--- src/rtl/crc_engine_if.sv ---
// Line-side bus of crc_engine: frame position, data in/out, CRC status and error counter.
// master drives the line input; slave is the engine.
interface crc_engine_if #(
    parameter int unsigned CNT_W = 16
);
    logic [1:0]       i_row_cnt;
    logic [10:0]      i_col_cnt;
    logic [7:0]       i_frame_data;
    logic             i_frame_data_valid;
    logic             i_frame_data_fas;
    logic             i_err_cnt_clr;
    logic [7:0]       o_frame_data;
    logic             o_frame_data_valid;
    logic             o_frame_data_fas;
    logic [7:0]       o_crc_val;
    logic             o_crc_err;
    logic             o_crc_err_valid;
    logic             o_crc_alarm;
    logic [CNT_W-1:0] o_err_cnt;

    modport master (
        output i_row_cnt, i_col_cnt, i_frame_data, i_frame_data_valid, i_frame_data_fas,
        output i_err_cnt_clr,
        input  o_frame_data, o_frame_data_valid, o_frame_data_fas, o_crc_val,
        input  o_crc_err, o_crc_err_valid, o_crc_alarm, o_err_cnt
    );

    modport slave (
        input  i_row_cnt, i_col_cnt, i_frame_data, i_frame_data_valid, i_frame_data_fas,
        input  i_err_cnt_clr,
        output o_frame_data, o_frame_data_valid, o_frame_data_fas, o_crc_val,
        output o_crc_err, o_crc_err_valid, o_crc_alarm, o_err_cnt
    );
endinterface

--- src/rtl/crc_engine.sv ---
// Per-frame CRC-8 (poly 0x07, init 0xFF, inverted result) insert or check with CRC alarm.
// Optional saturating error counter enabled by macro CRC_ENGINE_ERR_CNT_EN.
module crc_engine #(
    parameter int unsigned MAP_MODE = 1,
    parameter int unsigned PL_START = 16,
    parameter int unsigned PL_END   = 1039,
    parameter int unsigned CRC_ROW  = 3,
    parameter int unsigned CRC_COL  = 1040,
    parameter int unsigned ALM_SET  = 3,
    parameter int unsigned ALM_CLR  = 2,
    parameter int unsigned CNT_W    = 16
) (
    input logic        i_clk,
    input logic        i_rst,
    crc_engine_if.slave bus
);

    typedef enum logic {StHunt, StAccum} sync_e;
    typedef enum logic {StAlmOk, StAlmOn} alm_e;

    localparam int unsigned RunMax = (ALM_SET > ALM_CLR) ? ALM_SET : ALM_CLR;
    localparam int unsigned RunW   = $clog2(RunMax + 1);

    localparam logic [10:0]     PlStart = PL_START[10:0];
    localparam logic [10:0]     PlEnd   = PL_END[10:0];
    localparam logic [1:0]      CrcRow  = CRC_ROW[1:0];
    localparam logic [10:0]     CrcCol  = CRC_COL[10:0];
    localparam logic [RunW-1:0] AlmSetV = RunW'(ALM_SET);
    localparam logic [RunW-1:0] AlmClrV = RunW'(ALM_CLR);

    // Byte-wide update: fold the data byte in, then shift out eight bits.
    function automatic logic [7:0] crc8_byte(input logic [7:0] acc, input logic [7:0] data);
        logic [7:0] c;
        c = acc ^ data;
        for (int i = 0; i < 8; i++) begin
            c = c[7] ? ({c[6:0], 1'b0} ^ 8'h07) : {c[6:0], 1'b0};
        end
        return c;
    endfunction

    sync_e           sync_q, sync_d;
    alm_e            alm_q, alm_d;
    logic [7:0]      acc_q, acc_d;
    logic [7:0]      data_q, data_d;
    logic            valid_q, fas_q;
    logic [7:0]      crc_val_q, crc_val_d;
    logic            err_q, err_d;
    logic            err_valid_q, err_valid_d;
    logic [RunW-1:0] bad_q, bad_d, bad_inc;
    logic [RunW-1:0] good_q, good_d, good_inc;

    logic at_sof, in_pl, at_crc;

    assign at_sof = (bus.i_row_cnt == 2'd0) && (bus.i_col_cnt == 11'd0);
    assign in_pl  = (bus.i_col_cnt >= PlStart) && (bus.i_col_cnt <= PlEnd);
    assign at_crc = (bus.i_row_cnt == CrcRow) && (bus.i_col_cnt == CrcCol);

    always_comb begin
        sync_d      = sync_q;
        acc_d       = acc_q;
        data_d      = bus.i_frame_data;
        crc_val_d   = crc_val_q;
        err_d       = 1'b0;
        err_valid_d = 1'b0;
        if (bus.i_frame_data_valid) begin
            case (sync_q)
                StHunt: begin
                    if (at_sof) begin
                        sync_d = StAccum;
                        acc_d  = 8'hFF;
                    end
                end
                StAccum: begin
                    if (at_crc) begin
                        crc_val_d = ~acc_q;
                        if (MAP_MODE != 0) begin
                            data_d = ~acc_q;
                        end else begin
                            err_valid_d = 1'b1;
                            err_d       = (bus.i_frame_data != ~acc_q);
                        end
                    end
                    if (at_sof) begin
                        acc_d = 8'hFF;
                    end else if (in_pl) begin
                        acc_d = crc8_byte(acc_q, bus.i_frame_data);
                    end
                end
                default: sync_d = StHunt;
            endcase
        end
    end

    // Alarm runs off the registered check result, so the alarm trails it by one cycle.
    assign bad_inc  = (bad_q == AlmSetV) ? bad_q : bad_q + 1'b1;
    assign good_inc = (good_q == AlmClrV) ? good_q : good_q + 1'b1;

    always_comb begin
        alm_d  = alm_q;
        bad_d  = bad_q;
        good_d = good_q;
        if (err_valid_q) begin
            case (alm_q)
                StAlmOk: begin
                    if (err_q) begin
                        bad_d = bad_inc;
                        if (bad_inc == AlmSetV) begin
                            alm_d  = StAlmOn;
                            good_d = '0;
                        end
                    end else begin
                        bad_d = '0;
                    end
                end
                StAlmOn: begin
                    if (!err_q) begin
                        good_d = good_inc;
                        if (good_inc == AlmClrV) begin
                            alm_d = StAlmOk;
                            bad_d = '0;
                        end
                    end else begin
                        good_d = '0;
                    end
                end
                default: alm_d = StAlmOk;
            endcase
        end
    end

    always_ff @(posedge i_clk) begin
        if (i_rst) begin
            sync_q      <= StHunt;
            alm_q       <= StAlmOk;
            acc_q       <= 8'hFF;
            data_q      <= 8'h00;
            valid_q     <= 1'b0;
            fas_q       <= 1'b0;
            crc_val_q   <= 8'hFF;
            err_q       <= 1'b0;
            err_valid_q <= 1'b0;
            bad_q       <= '0;
            good_q      <= '0;
        end else begin
            sync_q      <= sync_d;
            alm_q       <= alm_d;
            acc_q       <= acc_d;
            data_q      <= data_d;
            valid_q     <= bus.i_frame_data_valid;
            fas_q       <= bus.i_frame_data_fas;
            crc_val_q   <= crc_val_d;
            err_q       <= err_d;
            err_valid_q <= err_valid_d;
            bad_q       <= bad_d;
            good_q      <= good_d;
        end
    end

    assign bus.o_frame_data       = data_q;
    assign bus.o_frame_data_valid = valid_q;
    assign bus.o_frame_data_fas   = fas_q;
    assign bus.o_crc_val          = crc_val_q;
    assign bus.o_crc_err          = err_q;
    assign bus.o_crc_err_valid    = err_valid_q;
    assign bus.o_crc_alarm        = (alm_q == StAlmOn);

`ifdef CRC_ENGINE_ERR_CNT_EN
    logic [CNT_W-1:0] err_cnt_q, err_cnt_d;

    // Counts visible errors; a clear coinciding with an error leaves that error counted.
    always_comb begin
        err_cnt_d = err_cnt_q;
        if (bus.i_err_cnt_clr) begin
            err_cnt_d = CNT_W'(err_q);
        end else if (err_q && !(&err_cnt_q)) begin
            err_cnt_d = err_cnt_q + 1'b1;
        end
    end

    always_ff @(posedge i_clk) begin
        if (i_rst) begin
            err_cnt_q <= '0;
        end else begin
            err_cnt_q <= err_cnt_d;
        end
    end

    assign bus.o_err_cnt = err_cnt_q;
`else
    logic unused_err_cnt_clr;
    assign unused_err_cnt_clr = bus.i_err_cnt_clr;
    assign bus.o_err_cnt      = '0;
`endif

endmodule
--- src/flat_wrapper.sv ---
// flat-port wrapper written by rule: the top's interface ports become plain ports
module crc_engine_flat 
#(
    parameter int unsigned MAP_MODE = 1,
    parameter int unsigned PL_START = 16,
    parameter int unsigned PL_END   = 1039,
    parameter int unsigned CRC_ROW  = 3,
    parameter int unsigned CRC_COL  = 1040,
    parameter int unsigned ALM_SET  = 3,
    parameter int unsigned ALM_CLR  = 2,
    parameter int unsigned CNT_W    = 16
)
  (i_clk, i_rst, bus_i_row_cnt, bus_i_col_cnt, bus_i_frame_data, bus_i_frame_data_valid, bus_i_frame_data_fas, bus_i_err_cnt_clr, bus_o_frame_data, bus_o_frame_data_valid, bus_o_frame_data_fas, bus_o_crc_val, bus_o_crc_err, bus_o_crc_err_valid, bus_o_crc_alarm, bus_o_err_cnt);
  crc_engine_if #(.CNT_W(CNT_W)) bus_i ();
  input logic i_clk;
  input logic i_rst;
  input wire logic [$bits(bus_i.i_row_cnt)-1:0] bus_i_row_cnt;
  input wire logic [$bits(bus_i.i_col_cnt)-1:0] bus_i_col_cnt;
  input wire logic [$bits(bus_i.i_frame_data)-1:0] bus_i_frame_data;
  input wire logic [$bits(bus_i.i_frame_data_valid)-1:0] bus_i_frame_data_valid;
  input wire logic [$bits(bus_i.i_frame_data_fas)-1:0] bus_i_frame_data_fas;
  input wire logic [$bits(bus_i.i_err_cnt_clr)-1:0] bus_i_err_cnt_clr;
  output wire logic [$bits(bus_i.o_frame_data)-1:0] bus_o_frame_data;
  output wire logic [$bits(bus_i.o_frame_data_valid)-1:0] bus_o_frame_data_valid;
  output wire logic [$bits(bus_i.o_frame_data_fas)-1:0] bus_o_frame_data_fas;
  output wire logic [$bits(bus_i.o_crc_val)-1:0] bus_o_crc_val;
  output wire logic [$bits(bus_i.o_crc_err)-1:0] bus_o_crc_err;
  output wire logic [$bits(bus_i.o_crc_err_valid)-1:0] bus_o_crc_err_valid;
  output wire logic [$bits(bus_i.o_crc_alarm)-1:0] bus_o_crc_alarm;
  output wire logic [$bits(bus_i.o_err_cnt)-1:0] bus_o_err_cnt;
  assign bus_i.i_row_cnt = bus_i_row_cnt;
  assign bus_i.i_col_cnt = bus_i_col_cnt;
  assign bus_i.i_frame_data = bus_i_frame_data;
  assign bus_i.i_frame_data_valid = bus_i_frame_data_valid;
  assign bus_i.i_frame_data_fas = bus_i_frame_data_fas;
  assign bus_i.i_err_cnt_clr = bus_i_err_cnt_clr;
  assign bus_o_frame_data = bus_i.o_frame_data;
  assign bus_o_frame_data_valid = bus_i.o_frame_data_valid;
  assign bus_o_frame_data_fas = bus_i.o_frame_data_fas;
  assign bus_o_crc_val = bus_i.o_crc_val;
  assign bus_o_crc_err = bus_i.o_crc_err;
  assign bus_o_crc_err_valid = bus_i.o_crc_err_valid;
  assign bus_o_crc_alarm = bus_i.o_crc_alarm;
  assign bus_o_err_cnt = bus_i.o_err_cnt;
  crc_engine #(.MAP_MODE(MAP_MODE), .PL_START(PL_START), .PL_END(PL_END), .CRC_ROW(CRC_ROW), .CRC_COL(CRC_COL), .ALM_SET(ALM_SET), .ALM_CLR(ALM_CLR), .CNT_W(CNT_W)) u_core (.i_clk(i_clk), .i_rst(i_rst), .bus(bus_i));
endmodule
--- config.mk ---
export PLATFORM = sky130hd
export DESIGN_NAME = crc_engine_flat
export DESIGN_NICKNAME = d
export VERILOG_FILES = /design/src/rtl/crc_engine_if.sv /design/src/rtl/crc_engine.sv /design/src/flat_wrapper.sv
export SDC_FILE = /design/constraint.sdc
export NUM_CORES = 1
export LEC_CHECK = 0
export ABC_AREA = 1
export CAP_MARGIN = 10
export CORE_MARGIN = 1
export CORE_UTILIZATION = 46
export CTS_CLUSTER_SIZE = 25
export DETAILED_ROUTE_END_ITERATION = 8
export GPL_TIMING_DRIVEN = 0
export PLACE_DENSITY = 0.91
export RECOVER_POWER = 100
export SYNTH_ARGS = -nofsm -noshare
export SYNTH_HDL_FRONTEND = slang
export SYNTH_SLANG_ARGS = --single-unit
--- constraint.sdc ---
create_clock -name i_clk -period 4.12 [get_ports i_clk]
set_clock_uncertainty 0.2 [all_clocks]
set_input_delay 1.236 -clock i_clk [delete_from_list [all_inputs] [get_ports i_clk]]
set_output_delay 1.236 -clock i_clk [all_outputs]
set_load 0.01 [all_outputs]
==> results of run 1 <==
==> layout by cell type (no fill, tap or decap), types with 2 or more instances in the layout <==
cell type         n
or2_0             3
or2_2             2
clkdlybuf4s50_1  21
nor2_1            9
buf_4            19
a21oi_1          10
xnor2_1           8
nor3_1            2
inv_1            17
dfxtp_1          27
clkbuf_4          3
nand2_1          83
dlygate4sd3_1    21
conb_1           19
clkbuf_1          5
nand3_1          30
xor2_1            6
==> power by group <==
group	total (mW)	internal (mW)	switching (mW)	leakage [nW]
clock	0.114	0.0380	0.0764	0.0150
combinational	0.102	0.0532	0.0485	0.813
sequential	0.267	0.266	0.00104	0.221
==> state kept, by name, indices dropped and copies added (netlist names) <==
register,count
u_core.acc_q,8
u_core.bus.o_crc_val,8
u_core.bus.o_frame_data,8
u_core.bus.o_frame_data_fas,1
u_core.bus.o_frame_data_valid,1
u_core.sync_q,1
==> per-layer routing <==
layer,routed length (um),global-route usage
met5,0,0
met1,1430,0.244
met4,36,0.0698
met2,1570,0.370
met3,206,0.0519
==> area by class of cell <==
class                           count  area [um2]
Timing Repair Buffer               42         420
Multi-Input combinational cell    177         813
Clock buffer                        4        26.3
Inverter                           17        63.8
Sequential cell                    27         541
Tap cell                           44        55.1
Buffer                             23         158
Fill cell                         293        1030
==> critical path: cells and delay by family <==
kind	cells	cell delay (ps)
AO/OA/AOI/OAI	1	120
buffers and inverters	2	600
AND/OR/NAND/NOR	6	1130
==> worst paths after layout <==
path / startpoint / endpoint / slack, ps
worst min register to register: u_core.sync_q / u_core.sync_q / 280
worst max register to register: u_core.acc_q[6] / u_core.acc_q[7] / 2460
worst max-delay path: bus_i_col_cnt[1] / u_core.acc_q[1] / 1080
worst min-delay path: u_core.sync_q / u_core.sync_q / 280
==> logic make-up after synthesis <==
kind of cell              after synthesis
and+or+nand+nor                       132
AOI/OAI and AO/OA                      12
xor gates and xnor gates               14
buffers and inverters                  40
DFF                                    27
other                                   1
==> stage by stage <==
stage | utilization | std cells | total power, mW | setup WS, ps | hold WS [ps]
after floorplan | - | 244 | 0.334 | 1710 | 245
after global placement | 0.669 | 330 | 0.375 | 1070 | 256
after detailed placement | 0.669 | 330 | 0.377 | 1060 | 262
after CTS | 0.677 | 334 | 0.489 | 1420 | 285
after global routing | 0.669 | 334 | 0.509 | 893 | 312
final | 0.669 | 334 | 0.483 | 1080 | 283
==> impl_metrics.csv, run 1 <==
group,metric,value,unit
timing,worst_pin_slew,589,ps
worst_setup_path,cpMaxStageDelayCell,"dlygate4sd3_1",
logic_synthesis,synth_area_per_cell,6.78,um2
floorplan,dieArea,3560,um2
floorplan,core_area,3100,um2
timing,period_share,0.737,
timing,tns,0,ps
detailed_routing,num_vias,1504,
clock_network,cts_buffers,3,
worst_setup_path,crit_path_frequent_cell,"nand2_1",
logic_synthesis,synthXorXnorAreaFrac,0.0801,
logic_synthesis,synth_top_area_cell,"dfxtp_1",
timing,timing_hold_violations_final,0,
worst_setup_path,crit_type,"in2reg",
clock_network,clk_path_buf_depth,2,
global_route,grt_pass1_vias,1356,
clock_network,cts_setup_buffers,0,
logic_synthesis,synthTopCellsByArea,"dfxtp_1 (35%), nand2_1 (20%), nand3_1 (9.5%)",
logic_synthesis,synth_commonest_cells,"nand2_1 (82), nand3_1 (29), dfxtp_1 (27)",
timing,slew_headroom,0.607,
place,hpwl,2.52,mm
logic_synthesis,ys_ff_latch,27,
floorplan,core.rowCount,20,
floorplan,die_h,59.7,um
global_route,grt_pass1_wl,5.62,mm
clock_network,clkSlewWorstSetupHoldPaths,140,ps
detailed_routing,dr.pass1.iters,4,
worst_setup_path,crit_fanout,10,
worst_setup_path,critPathLaunchType,"primary input",
worst_setup_path,cp-end-kind,"flip-flop",
final_layout,area_growth,35.6,%
worst_setup_path,required,4160,ps
detailed_routing,first_iter_violations,47,
global_route,gr-total-overflow,0,
detailed_routing,drt_wl_total,3.24,mm
detailed_routing,avgRoutedWirePerCell,9.70,um
clock_network,cts_resized,0,
clock_network,tritoncts,"yes",
pwr,leakagePower,1.05,nW
logic_synthesis,synth_top_cell_area_share,0.353,
logic_synthesis,synth.most_common_cell,"nand2_1",
pwr,power.density,233,nW/um2
place,globalplace.congestion,0.944,
timing,period_needed,3040,ps
worst_setup_path,arrival,3080,ps
global_route,grt_max_degree,15,
worst_setup_path,cp_cell_sequence,"dlygate4sd3_1 > nor2_1 > nand2_1 > nor3_1 > nand3_1 > nand2_1 > o21ai_0 > inv_1 > nand2_1",
worst_hold_path,hold_path_class,"reg2reg",
logic_synthesis,seq_area_frac_synth,0.353,
pwr,peakVddDrop,0.220,mV
logic_synthesis,synthMuxAreaShare,0,
global_route,antenna_found_initial,0,
floorplan,die_x,59.7,um
run,drv_cap,0,
place,postPlaceCellArea,2070,um2
detailed_routing,drc,0,
logic_synthesis,dominantRegCellSynth,"dfxtp_1",
timing,setup_viol,0,
clock_network,cts.sinks,27,
worst_hold_path,worstHoldPathCells,2,
logic_synthesis,synth_fa_ha_area_frac,0,
logic_synthesis,synth.distinct_cells,22,
logic_synthesis,synthSimpleGateAreaFrac,0.372,
clock_network,cts_root_buffer,"clkbuf_4",
clock_network,clock_latency,330,ps
logic_synthesis,async_flop_share,0,
worst_setup_path,critical-path-max-stage-delay,530,ps
floorplan,num_io_pins,63,
logic_synthesis,syn_inst,226,
timing,finalMaxSlewViolations,0,
worst_setup_path,rr_worst_depth,7,
logic_synthesis,synth_edf_count,0,
floorplan,initial_utilization,0.494,
global_route,grt_usage,0.209,
logic_synthesis,ys_warn_count,0,
clock_network,holdBufCountCts,0,
detailed_routing,ant_nets,0,
logic_synthesis,synth_top_family_by_area,"simple AND/OR/NAND/NOR gates",
place,portBuffers,42,
clock_network,cts_max_level,1,
logic_synthesis,synth_compound_area_frac,0.0433,
final_layout,nets,317,
final_layout,antenna_cells,0,
final_layout,fin_area,2080,um2
detailed_routing,routed_via_density,4.50,
final_layout,drive_gt1_frac,0.0897,
timing,fmax,329,MHz
run_status,status,"finished clean",
logic_synthesis,syn-cell-area,1530,um2
timing,rsz0062_at_grt,"false",
(Power assumes the default switching activity.)
==> run 2, diff against run 1 <==
CORE_UTILIZATION = 39   (was 46)
PLACE_DENSITY = 0.83   (was 0.91)
clock period = 2.75 ns   (was 4.12 ns; I/O delays follow)
==> impl_metrics.csv, run 2 (same netlist as run 1, synthesis figures left out) <==
group,metric,value,unit
pwr,peakVddDrop,0.311,mV
clock_network,cts_resized,0,
run,drv_cap,0,
worst_setup_path,r2r_slack,1100,ps
place,hpwl,2.45,mm
global_route,grt_max_degree,15,
pwr,leakagePower,1.06,nW
clock_network,tritoncts,"yes",
timing,period_needed,2410,ps
detailed_routing,avgRoutedWirePerCell,9.57,um
timing,tns,0,ps
floorplan,die_h,64.7,um
clock_network,holdBufCountCts,0,
place,portBuffers,42,
clock_network,clk_path_buf_depth,2,
timing,period_share,0.876,
timing,finalMaxSlewViolations,0,
worst_setup_path,arrival,2400,ps
final_layout,final_common_cell,"nand2_1",
floorplan,initial_utilization,0.412,
detailed_routing,routed_via_density,4.46,
floorplan,core.rowCount,22,
worst_setup_path,r2r-start,"u_core.acc_q[6]",
worst_setup_path,critPathLaunchType,"primary input",
worst_setup_path,startpoint,"bus_i_col_cnt[1]",
place,postPlaceCellArea,2080,um2
floorplan,die_x,64.7,um
detailed_routing,first_iter_violations,54,
floorplan,core_area,3720,um2
final_layout,area_growth,37.9,%
worst_setup_path,rr_worst_depth,7,
timing,rsz0062_at_grt,"false",
timing,timing_hold_violations_final,0,
worst_setup_path,cp-end-kind,"flip-flop",
worst_setup_path,required,2740,ps
timing,setup_viol,0,
detailed_routing,drc,0,
global_route,grt_usage,0.176,
detailed_routing,dr.pass1.iters,4,
detailed_routing,drt_wl_total,3.24,mm
global_route,antenna_found_initial,0,
final_layout,drive_gt1_frac,0.100,
clock_network,cts.sinks,27,
final_layout,n_fill_cell,363,
floorplan,num_io_pins,63,
clock_network,cts_setup_buffers,0,
timing,worst_pin_slew,621,ps
final_layout,antenna_cells,0,
place,dpl_worst_slack,69.7,ps
pwr,power.density,370,nW/um2
run_status,status,"finished clean",
timing,slew_headroom,0.586,
final_layout,nets,317,
worst_setup_path,crit_fanout,10,
clock_network,clock_latency,280,ps
final_layout,most-common-layout-cells,"nand2_1 (82), nand3_1 (30), dfxtp_1 (27)",
clock_network,clkSlewWorstSetupHoldPaths,90,ps
final_layout,fin_area,2110,um2
place,globalplace.congestion,0.813,
worst_setup_path,crit_type,"in2reg",
detailed_routing,num_vias,1507,
worst_setup_path,crit_end,"u_core.acc_q[1]",
worst_hold_path,hold_path_class,"reg2reg",
global_route,grt_pass1_wl,5.71,mm
floorplan,dieArea,4180,um2
timing,worst_slack,341,ps
clock_network,cts_max_level,1,
clock_network,cts_root_buffer,"clkbuf_8",
worst_setup_path,regToRegEndpoint,"u_core.acc_q[7]",
detailed_routing,ant_nets,0,
timing,fmax,415,MHz
pwr,p_total,0.782,mW
global_route,grt_pass1_vias,1353,
global_route,gr-total-overflow,0,
clock_network,cts_buffers,3,
timing,hold_slack,274,ps
==> run 2: worst min-delay path by stage <==
stage / slack (ps) / to / cells after the start / start
3_3_place_gp: 260 / u_core.bus.o_crc_val[0] / 2 / u_core.bus.o_crc_val[0]
6_report: 270 / u_core.bus.o_crc_val[7] / 2 / u_core.bus.o_crc_val[7]
5_1_grt: 300 / u_core.bus.o_crc_val[7] / 2 / u_core.bus.o_crc_val[7]
4_1_cts: 280 / u_core.sync_q / 2 / u_core.sync_q
3_5_place_dp: 260 / u_core.bus.o_crc_val[7] / 2 / u_core.bus.o_crc_val[7]
2_1_floorplan: 240 / u_core.sync_q / 2 / u_core.sync_q
==> run 2: critical path: stages <==
cell and delay, ps:
clkdlybuf4s50_1 400, nor2_1 100, nand2_1 70, nor3_1 210, nand3_1 320, nand2_2 300, o21ai_2 70, inv_1 60
nand2_1 40
==> run 2: power breakdown <==
group | switching, mW | internal [mW]
clock network | 0.125 | 0.104
logic | 0.0726 | 0.0803
registers | 0.00148 | 0.398
==> run 2: final cells by class <==
class,instances,area [um2],share of cell area
tap,48,60.1,0.0284
timing repair buffer,42,420,0.199
inverter,17,63.8,0.0302
buffer,23,158,0.0746
multi-input combinational,177,825,0.390
sequential,27,541,0.256
clock buffer,4,45.0,0.0213
==> run 2: routing by layer <==
metal	share of wire	up-vias	wire (um)	GRT usage
met3	0.059	4	190	0.0405
met2	0.48	41	1560	0.318
met1	0.45	667	1440	0.206
met5	0	-	0	0
li1	-	795	-	-
met4	0.012	0	38	0.0500
==> run 2: per-stage QoR <==
stage | util | instances
floorplan | - | 244
global placement | 0.560 | 334
detailed placement | 0.560 | 334
CTS | 0.572 | 338
global route | 0.568 | 338
finish | 0.568 | 338
